## config.mk

```make
export PLATFORM = sky130hd
export DESIGN_NAME = multicycle_ctrl
export DESIGN_NICKNAME = d
export VERILOG_FILES = /design/src/rtl/multicycle_ctrl.sv
export SDC_FILE = /design/constraint.sdc
export NUM_CORES = 1
export LEC_CHECK = 0
export ABC_AREA = 1
export ABC_CLOCK_PERIOD_IN_PS = 1900
export CAP_MARGIN = 10
export CORE_MARGIN = 5
export CORE_UTILIZATION = 47
export CTS_CLUSTER_SIZE = 16
export DETAILED_ROUTE_END_ITERATION = 8
export GPL_ROUTABILITY_DRIVEN = 0
export PLACE_DENSITY = 0.94
export SETUP_SLACK_MARGIN = 0.3
export SLEW_MARGIN = 25
export SYNTH_ARGS = -nofsm -noshare
export SYNTH_HDL_FRONTEND = slang
export SYNTH_SLANG_ARGS = --single-unit
export TNS_END_PERCENT = 1
```

## constraint.sdc

```tcl
create_clock -name clk_i -period 1.9 [get_ports clk_i]
set_input_delay 0.285 -clock clk_i [delete_from_list [all_inputs] [get_ports clk_i]]
set_output_delay 0.285 -clock clk_i [all_outputs]
set_load 0.005 [all_outputs]
```

## src/rtl/multicycle_ctrl.sv

```systemverilog
`default_nettype none
// ============================================================================
// Module   : multicycle_ctrl
// Purpose  : Multicycle control FSM for an RV32I subset core (lw, sw, R-type,
//            I-ALU, jal, beq). Steps each instruction through its cycles.
//            Drives the datapath mux selects, write enables and the 3-bit
//            ALU operation. Resolves beq from the ALU zero flag.
// Ports    : clk_i, rst_ni             clock, async active-low reset
//            op_i, funct3_i, funct7b5_i instruction fields from the IR
//            zero_i                    ALU zero flag
//            alu_ctrl_o                000 nop, 001 AND, 010 OR, 011 add, 100 sub
//            alu_src_a_o, alu_src_b_o  ALU operand selects
//            result_src_o, imm_src_o   result mux / immediate format
//            adr_src_o                 memory address select
//            ir_write_o, pc_write_o, reg_write_o, mem_write_o  write enables
//            illegal_o                 unsupported opcode / funct3 pulse
//            state_o                   current state (debug)
// Revision : 1.0 - initial release
// ============================================================================
module multicycle_ctrl #(
  parameter int STATE_W = 4
) (
  input  logic               clk_i,
  input  logic               rst_ni,
  input  logic [6:0]         op_i,
  input  logic [2:0]         funct3_i,
  input  logic               funct7b5_i,
  input  logic               zero_i,
  output logic [2:0]         alu_ctrl_o,
  output logic [1:0]         alu_src_a_o,
  output logic [1:0]         alu_src_b_o,
  output logic [1:0]         result_src_o,
  output logic [1:0]         imm_src_o,
  output logic               adr_src_o,
  output logic               ir_write_o,
  output logic               pc_write_o,
  output logic               reg_write_o,
  output logic               mem_write_o,
  output logic               illegal_o,
  output logic [STATE_W-1:0] state_o
);

  localparam logic [6:0] c_OP_LW   = 7'b0000011;
  localparam logic [6:0] c_OP_SW   = 7'b0100011;
  localparam logic [6:0] c_OP_R    = 7'b0110011;
  localparam logic [6:0] c_OP_I    = 7'b0010011;
  localparam logic [6:0] c_OP_JAL  = 7'b1101111;
  localparam logic [6:0] c_OP_BEQ  = 7'b1100011;

  typedef enum logic [STATE_W-1:0] {
    S_FETCH    = STATE_W'(0),
    S_DECODE   = STATE_W'(1),
    S_MEMADR   = STATE_W'(2),
    S_MEMREAD  = STATE_W'(3),
    S_MEMWB    = STATE_W'(4),
    S_MEMWRITE = STATE_W'(5),
    S_EXECR    = STATE_W'(6),
    S_ALUWB    = STATE_W'(7),
    S_EXECI    = STATE_W'(8),
    S_JAL      = STATE_W'(9),
    S_BEQ      = STATE_W'(10)
  } state_t;

  // State-only (Moore) control bits, registered alongside the state.
  typedef struct packed {
    logic [2:0] alu;
    logic [1:0] src_a;
    logic [1:0] src_b;
    logic [1:0] result_src;
    logic       adr_src;
    logic       ir_write;
    logic       pc_write;
    logic       reg_write;
    logic       mem_write;
  } ctrl_t;

  state_t r_state;
  state_t w_next;
  ctrl_t  r_ctrl;
  logic   w_is_exec;
  logic   w_op_legal;
  logic   w_fd_bad;
  logic [2:0] w_fd_alu;

  function automatic ctrl_t f_moore(input state_t s);
    ctrl_t c;
    c = '0;
    case (s)
      S_FETCH: begin
        c.ir_write = 1'b1; c.src_b = 2'b10; c.alu = 3'b011;
        c.result_src = 2'b10; c.pc_write = 1'b1;
      end
      S_DECODE:   begin c.src_a = 2'b01; c.src_b = 2'b01; c.alu = 3'b011; end
      S_MEMADR:   begin c.src_a = 2'b10; c.src_b = 2'b01; c.alu = 3'b011; end
      S_MEMREAD:  c.adr_src = 1'b1;
      S_MEMWB:    begin c.result_src = 2'b01; c.reg_write = 1'b1; end
      S_MEMWRITE: begin c.adr_src = 1'b1; c.mem_write = 1'b1; end
      S_EXECR:    c.src_a = 2'b10;
      S_EXECI:    begin c.src_a = 2'b10; c.src_b = 2'b01; end
      S_ALUWB:    c.reg_write = 1'b1;
      S_JAL: begin
        c.src_a = 2'b01; c.src_b = 2'b10; c.alu = 3'b011; c.pc_write = 1'b1;
      end
      // pc_write in BEQ comes from zero_i combinationally, not from here.
      S_BEQ:      begin c.src_a = 2'b10; c.alu = 3'b100; end
      default:    c = '0;
    endcase
    return c;
  endfunction

  always_comb begin
    w_op_legal = (op_i == c_OP_LW) || (op_i == c_OP_SW) || (op_i == c_OP_R) ||
                 (op_i == c_OP_I)  || (op_i == c_OP_JAL) || (op_i == c_OP_BEQ);
  end

  always_comb begin
    w_next = S_FETCH;
    case (r_state)
      S_FETCH: w_next = S_DECODE;
      S_DECODE: begin
        case (op_i)
          c_OP_LW, c_OP_SW: w_next = S_MEMADR;
          c_OP_R:           w_next = S_EXECR;
          c_OP_I:           w_next = S_EXECI;
          c_OP_JAL:         w_next = S_JAL;
          c_OP_BEQ:         w_next = S_BEQ;
          default:          w_next = S_FETCH;
        endcase
      end
      S_MEMADR:                 w_next = (op_i == c_OP_SW) ? S_MEMWRITE : S_MEMREAD;
      S_MEMREAD:                w_next = S_MEMWB;
      S_EXECR, S_EXECI, S_JAL:  w_next = S_ALUWB;
      default:                  w_next = S_FETCH;  // includes unused codes
    endcase
  end

  // Outputs are computed from the next state so they line up with r_state.
  always_ff @(posedge clk_i or negedge rst_ni) begin
    if (!rst_ni) begin
      r_state <= S_FETCH;
      r_ctrl  <= f_moore(S_FETCH);
    end else begin
      r_state <= w_next;
      r_ctrl  <= f_moore(w_next);
    end
  end

  // funct decode; subtraction only exists for register-register ops.
  always_comb begin
    w_fd_alu = 3'b000;
    w_fd_bad = 1'b0;
    case (funct3_i)
      3'b000:  w_fd_alu = ((r_state == S_EXECR) && funct7b5_i) ? 3'b100 : 3'b011;
      3'b110:  w_fd_alu = 3'b010;
      3'b111:  w_fd_alu = 3'b001;
      default: w_fd_bad = 1'b1;
    endcase
  end

  always_comb begin
    imm_src_o = 2'b00;
    case (op_i)
      c_OP_SW:  imm_src_o = 2'b01;
      c_OP_BEQ: imm_src_o = 2'b10;
      c_OP_JAL: imm_src_o = 2'b11;
      default:  imm_src_o = 2'b00;
    endcase
  end

  assign w_is_exec    = (r_state == S_EXECR) || (r_state == S_EXECI);
  assign alu_ctrl_o   = w_is_exec ? w_fd_alu : r_ctrl.alu;
  assign alu_src_a_o  = r_ctrl.src_a;
  assign alu_src_b_o  = r_ctrl.src_b;
  assign result_src_o = r_ctrl.result_src;
  assign adr_src_o    = r_ctrl.adr_src;

  // Enables are gated by rst_ni so none can assert while reset is held,
  // even though the registers already show FETCH values.
  assign ir_write_o  = rst_ni & r_ctrl.ir_write;
  assign pc_write_o  = rst_ni & (r_ctrl.pc_write | ((r_state == S_BEQ) & zero_i));
  assign reg_write_o = rst_ni & r_ctrl.reg_write;
  assign mem_write_o = rst_ni & r_ctrl.mem_write;
  assign illegal_o   = rst_ni & (((r_state == S_DECODE) & ~w_op_legal) |
                                 (w_is_exec & w_fd_bad));
  assign state_o     = r_state;

endmodule
`default_nettype wire

```

==> results_dict.tcl, run 1 <==
set metrics [dict create \
    synth_edf_count 0 \
    outcome "did not finish" \
    synth_area_leader_cell "dfrtp_1" \
    synth_common_cells "nand2_1, inv_1, dfrtp_1, nor2_1" \
    antenna_found_initial 0 \
    stop_stage "5_1_grt" \
    synth-main-ff-cell "dfrtp_1" \
    cts_max_path_buffers 2 \
    row_count 16 \
    synth.most_common_cell "nand2_1" \
    synth.area.top_cells "dfrtp_1, nand2_1, dfstp_2" \
    synth-seq-area-share_pct 41.5 \
    numCtsBuffers 3 \
    die_h_microns 55.6 \
    avgSynthCellArea_sq_um 7.23 \
    cts_sinks 16 \
    port_buffers 34 \
    synth_cell_types 21 \
    ios 35 \
    yosys_warnings 0 \
    grt_max_degree 10 \
    firstError "[ERROR DPL-0033] detailed placement checks failed during check placement." \
    htree_levels 1 \
    async_flop_share_pct 100 \
    initial_core_util_pct 49.7 \
    yosysTopAreaCellShare_pct 30.8 \
    netlist_area_sq_um 976 \
    synthCells 135 \
    synth_seq_cells 16 \
    syn_nets 149 \
    worst_endpoint "alu_ctrl_o[1]" \
    endpoint_type "output port" \
    dp_cells 222 \
    hpwl_mm 2.79 \
    cts_root_buf "clkbuf_4" \
    die_w_microns 55.6 \
]
-- per-stage QoR --
stage	TNS, ps	utilization (%)	hold WS [ps]	setup slack, ps	instance area (sq um)
floorplan	0	-	-10.6	478	976
CTS	0	83.8	184	72.4	1640
detailed placement	-1380	78.8	489	-258	1550
global placement	-739	78.8	466	-179	1550
-- cell families after synthesis --
| logic type | count (synthesis) | share of synthesized area (%) |
|---|---|---|
| compound gates | 8 | 5.13 |
| buf+inv | 30 | 13.8 |
| flops | 16 | 41.5 |
| simple gates | 81 | 39.5 |
-- what timing repair did --
item / 4_1_cts
gates resized for setup: 40
pin swaps: 8
gates cloned: 0
setup buffers: 6
hold buffers: 1
endpoints found under the hold margin: 1
setup endpoints to repair: 19
==> inputs of run 2 (changes only) <==
CORE_AREA = 5 5 66 68   (was unset)
CORE_MARGIN = unset   (was 5)
CORE_UTILIZATION = unset   (was 47)
CTS_CLUSTER_SIZE = unset   (was 16)
DIE_AREA = 0 0 71 73   (was unset)
PLACE_DENSITY = unset   (was 0.94)
PLACE_DENSITY_LB_ADDON = 0.15   (was unset)
SETUP_SLACK_MARGIN = unset   (was 0.3)
==> run 2 against run 1 <==
Effect of this change: the flow now finishes, with violations (negative setup slack); synthesized area unchanged; synthesized cell count unchanged.
==> results_dict.tcl, run 2 <==
set metrics [dict create \
    synth.area.top_cells "dfrtp_1, nand2_1, dfstp_2" \
    clock_skew_ps 3.73 \
    synth_seq_cells 16 \
    max_freq_mhz 517 \
    final-instance-count-excl-fill 253 \
    port_buffers 34 \
    synth_common_cells "nand2_1, inv_1, dfrtp_1, nor2_1" \
    overflow 0 \
    area_growth_syn_to_layout_pct 72.9 \
    drt_wl_total_mm 2.74 \
    die_area_sq_mm 0.00518 \
    path_class "reg2out" \
    netlist_area_sq_um 976 \
    yosysTopAreaCellShare_pct 30.8 \
    fin_nets 218 \
    cts.clk_slew.worst_paths_ps 60 \
    drtIter0Drc 25 \
    power_density_mw_per_mm2 878 \
    synth_edf_count 0 \
    largest_reg_flops 6 \
    worst_pin_slew_ps 257 \
    viasPerCell 4.16 \
    ios 35 \
    die_h_microns 73 \
    critPathBufInv 5 \
    fin_crit_ps 1930 \
    synth_mux_area_share_pct 0 \
    route.detailed.drc 0 \
    layout_common_cells "nand2_1, buf_4, clkdlybuf4s50_1" \
    antenna_found_initial 0 \
    crit_path_frequent_cell "buf_4" \
    slew_headroom_pct 82.7 \
    dpl_cell_area_sq_mm 0.00157 \
    dp_cells 245 \
    numCtsBuffers 3 \
    final_common_cell "nand2_1" \
    cts_hold_buffers 0 \
    rsz0062_at_grt "yes" \
    setup_viol 2 \
    grt_pass1_wl_mm 4.71 \
    synth_cell_types 21 \
    core_area_sq_mm 0.00380 \
    hold_class "in2async" \
    cp_top_family "buffers and inverters" \
    synth-simple-area-share_pct 39.5 \
    final_area_sq_mm 0.00169 \
    yosys_warnings 0 \
    arrival_ps 1650 \
    synth_compound_area_share_pct 5.13 \
    avgSynthCellArea_sq_um 7.23 \
    tritoncts "done" \
    grt_pass1_vias 1115 \
    critical_path.max_fanout 3 \
    antennaDiodeCount 0 \
    required_ps 1620 \
    peakVddDrop_mv 0.532 \
    reg2reg_slack_ps 400 \
    routed-via-count 1052 \
    firstDrtPassIters 4 \
    crit_chain "inv_2 -> nand2_1 -> inv_1 -> nand2_2 -> o31ai_2 -> buf_4 -> buf_4 -> nand3b_1 -> a21oi_2 -> clkdlybuf4s15_2" \
    drive_above_1_share_pct 37.9 \
    synth.most_common_cell "nand2_1" \
    finalCritPeriodShare_pct 102 \
    row_count 23 \
    synth_top_family_by_area "simple AND/OR/NAND/NOR gates" \
    hpwl_mm 2.30 \
    initial_core_util_pct 25.7 \
    synthCells 135 \
    syn_nets 149 \
    die_w_microns 71 \
    synth_xor_area_share_pct 0 \
    cap_viol_max_count 0 \
    cts_sinks 16 \
    cts_root_buf "clkbuf_8" \
    slowest_delay_ps 410 \
    track_usage_pct 11.4 \
    async_flop_share_pct 100 \
    end_kind "primary output" \
    violations "negative setup slack" \
    critPathLaunchType "flop" \
    ant_nets 0 \
    regMostFlops "r_ctrl" \
    synth_area_leader_cell "dfrtp_1" \
    hold_violations 0 \
    cts_max_path_buffers 2 \
    outcome "finished with violations" \
    grt_max_degree 10 \
    total_power_mw 1.48 \
    synth-seq-area-share_pct 41.5 \
    dp_slack_ps -306 \
    layout_setup_ws_ps -33.0 \
    htree_levels 1 \
    synth-main-ff-cell "dfrtp_1" \
    drv_slew 0 \
    p_leak_nw 0.937 \
    wl_per_cell_microns 10.8 \
    critPathSlowestCell "dfrtp_1" \
    synth_fa_ha_area_share_pct 0 \
    clock_latency_ps 250 \
]
==> run 2: cell counts after synthesis <==
No cell type changed its count.
==> run 2: metrics by stage <==
stage	hold slack, ps	utilization (%)	setup TNS, ps
after floorplan	-10.6	-	0
after global placement	671	41.4	-1040
after detailed placement	665	41.4	-1430
after CTS	406	44.1	-261
after global routing	443	44.4	-407
final	401	44.4	-52.2
==> run 2: final timing paths <==
path / from / end / depth (start not counted)
max: state_o[3] / illegal_o / 10
min reg2reg: state_o[0] / result_src_o[0] / 3
max reg2reg: state_o[2] / alu_src_b_o[0] / 9
min in group clk_i: state_o[0] / result_src_o[0] / 3
min: rst_ni / r_ctrl[1] / 2
max in group asynchronous: rst_ni / alu_src_b_o[1] / 3
==> run 2: logic make-up after synthesis <==
family | Yosys count
simple gates | 81
flops | 16
compound gates | 8
buf+inv | 30
==> run 2: per-layer routing <==
metal | GRT usage [%] | up-vias | share of wire, %
li1 | - | 544 | -
met1 | 13.3 | 480 | 43
met2 | 20.1 | 24 | 50
met3 | 4.13 | 4 | 6.3
met4 | 2.71 | 0 | 0.73
met5 | 0 | - | 0
==> run 2: cell type report <==
cell class / count / area [sq um]
fillers: 414 / 2110
repair buffers: 70 / 608
multi-input cells: 89 / 464
flip-flops and latches: 16 / 408
inverters: 24 / 90.1
well taps: 50 / 62.6
clock buffers: 4 / 55.1
==> run 2: report_power, final <==
part           total (mW)  internal [mW]  switching [mW]  leakage [nW]
clock network       0.291          0.184           0.108        0.0288
registers           0.506          0.464          0.0428         0.200
logic               0.685          0.375           0.310         0.708
==> run 2: what timing repair did <==
action	4_1_cts	5_1_grt
setup buffers	4	0
gates resized for setup	19	5
pin swaps	1	1
endpoints found under the setup margin	7	5
(Power assumes the default switching activity.)
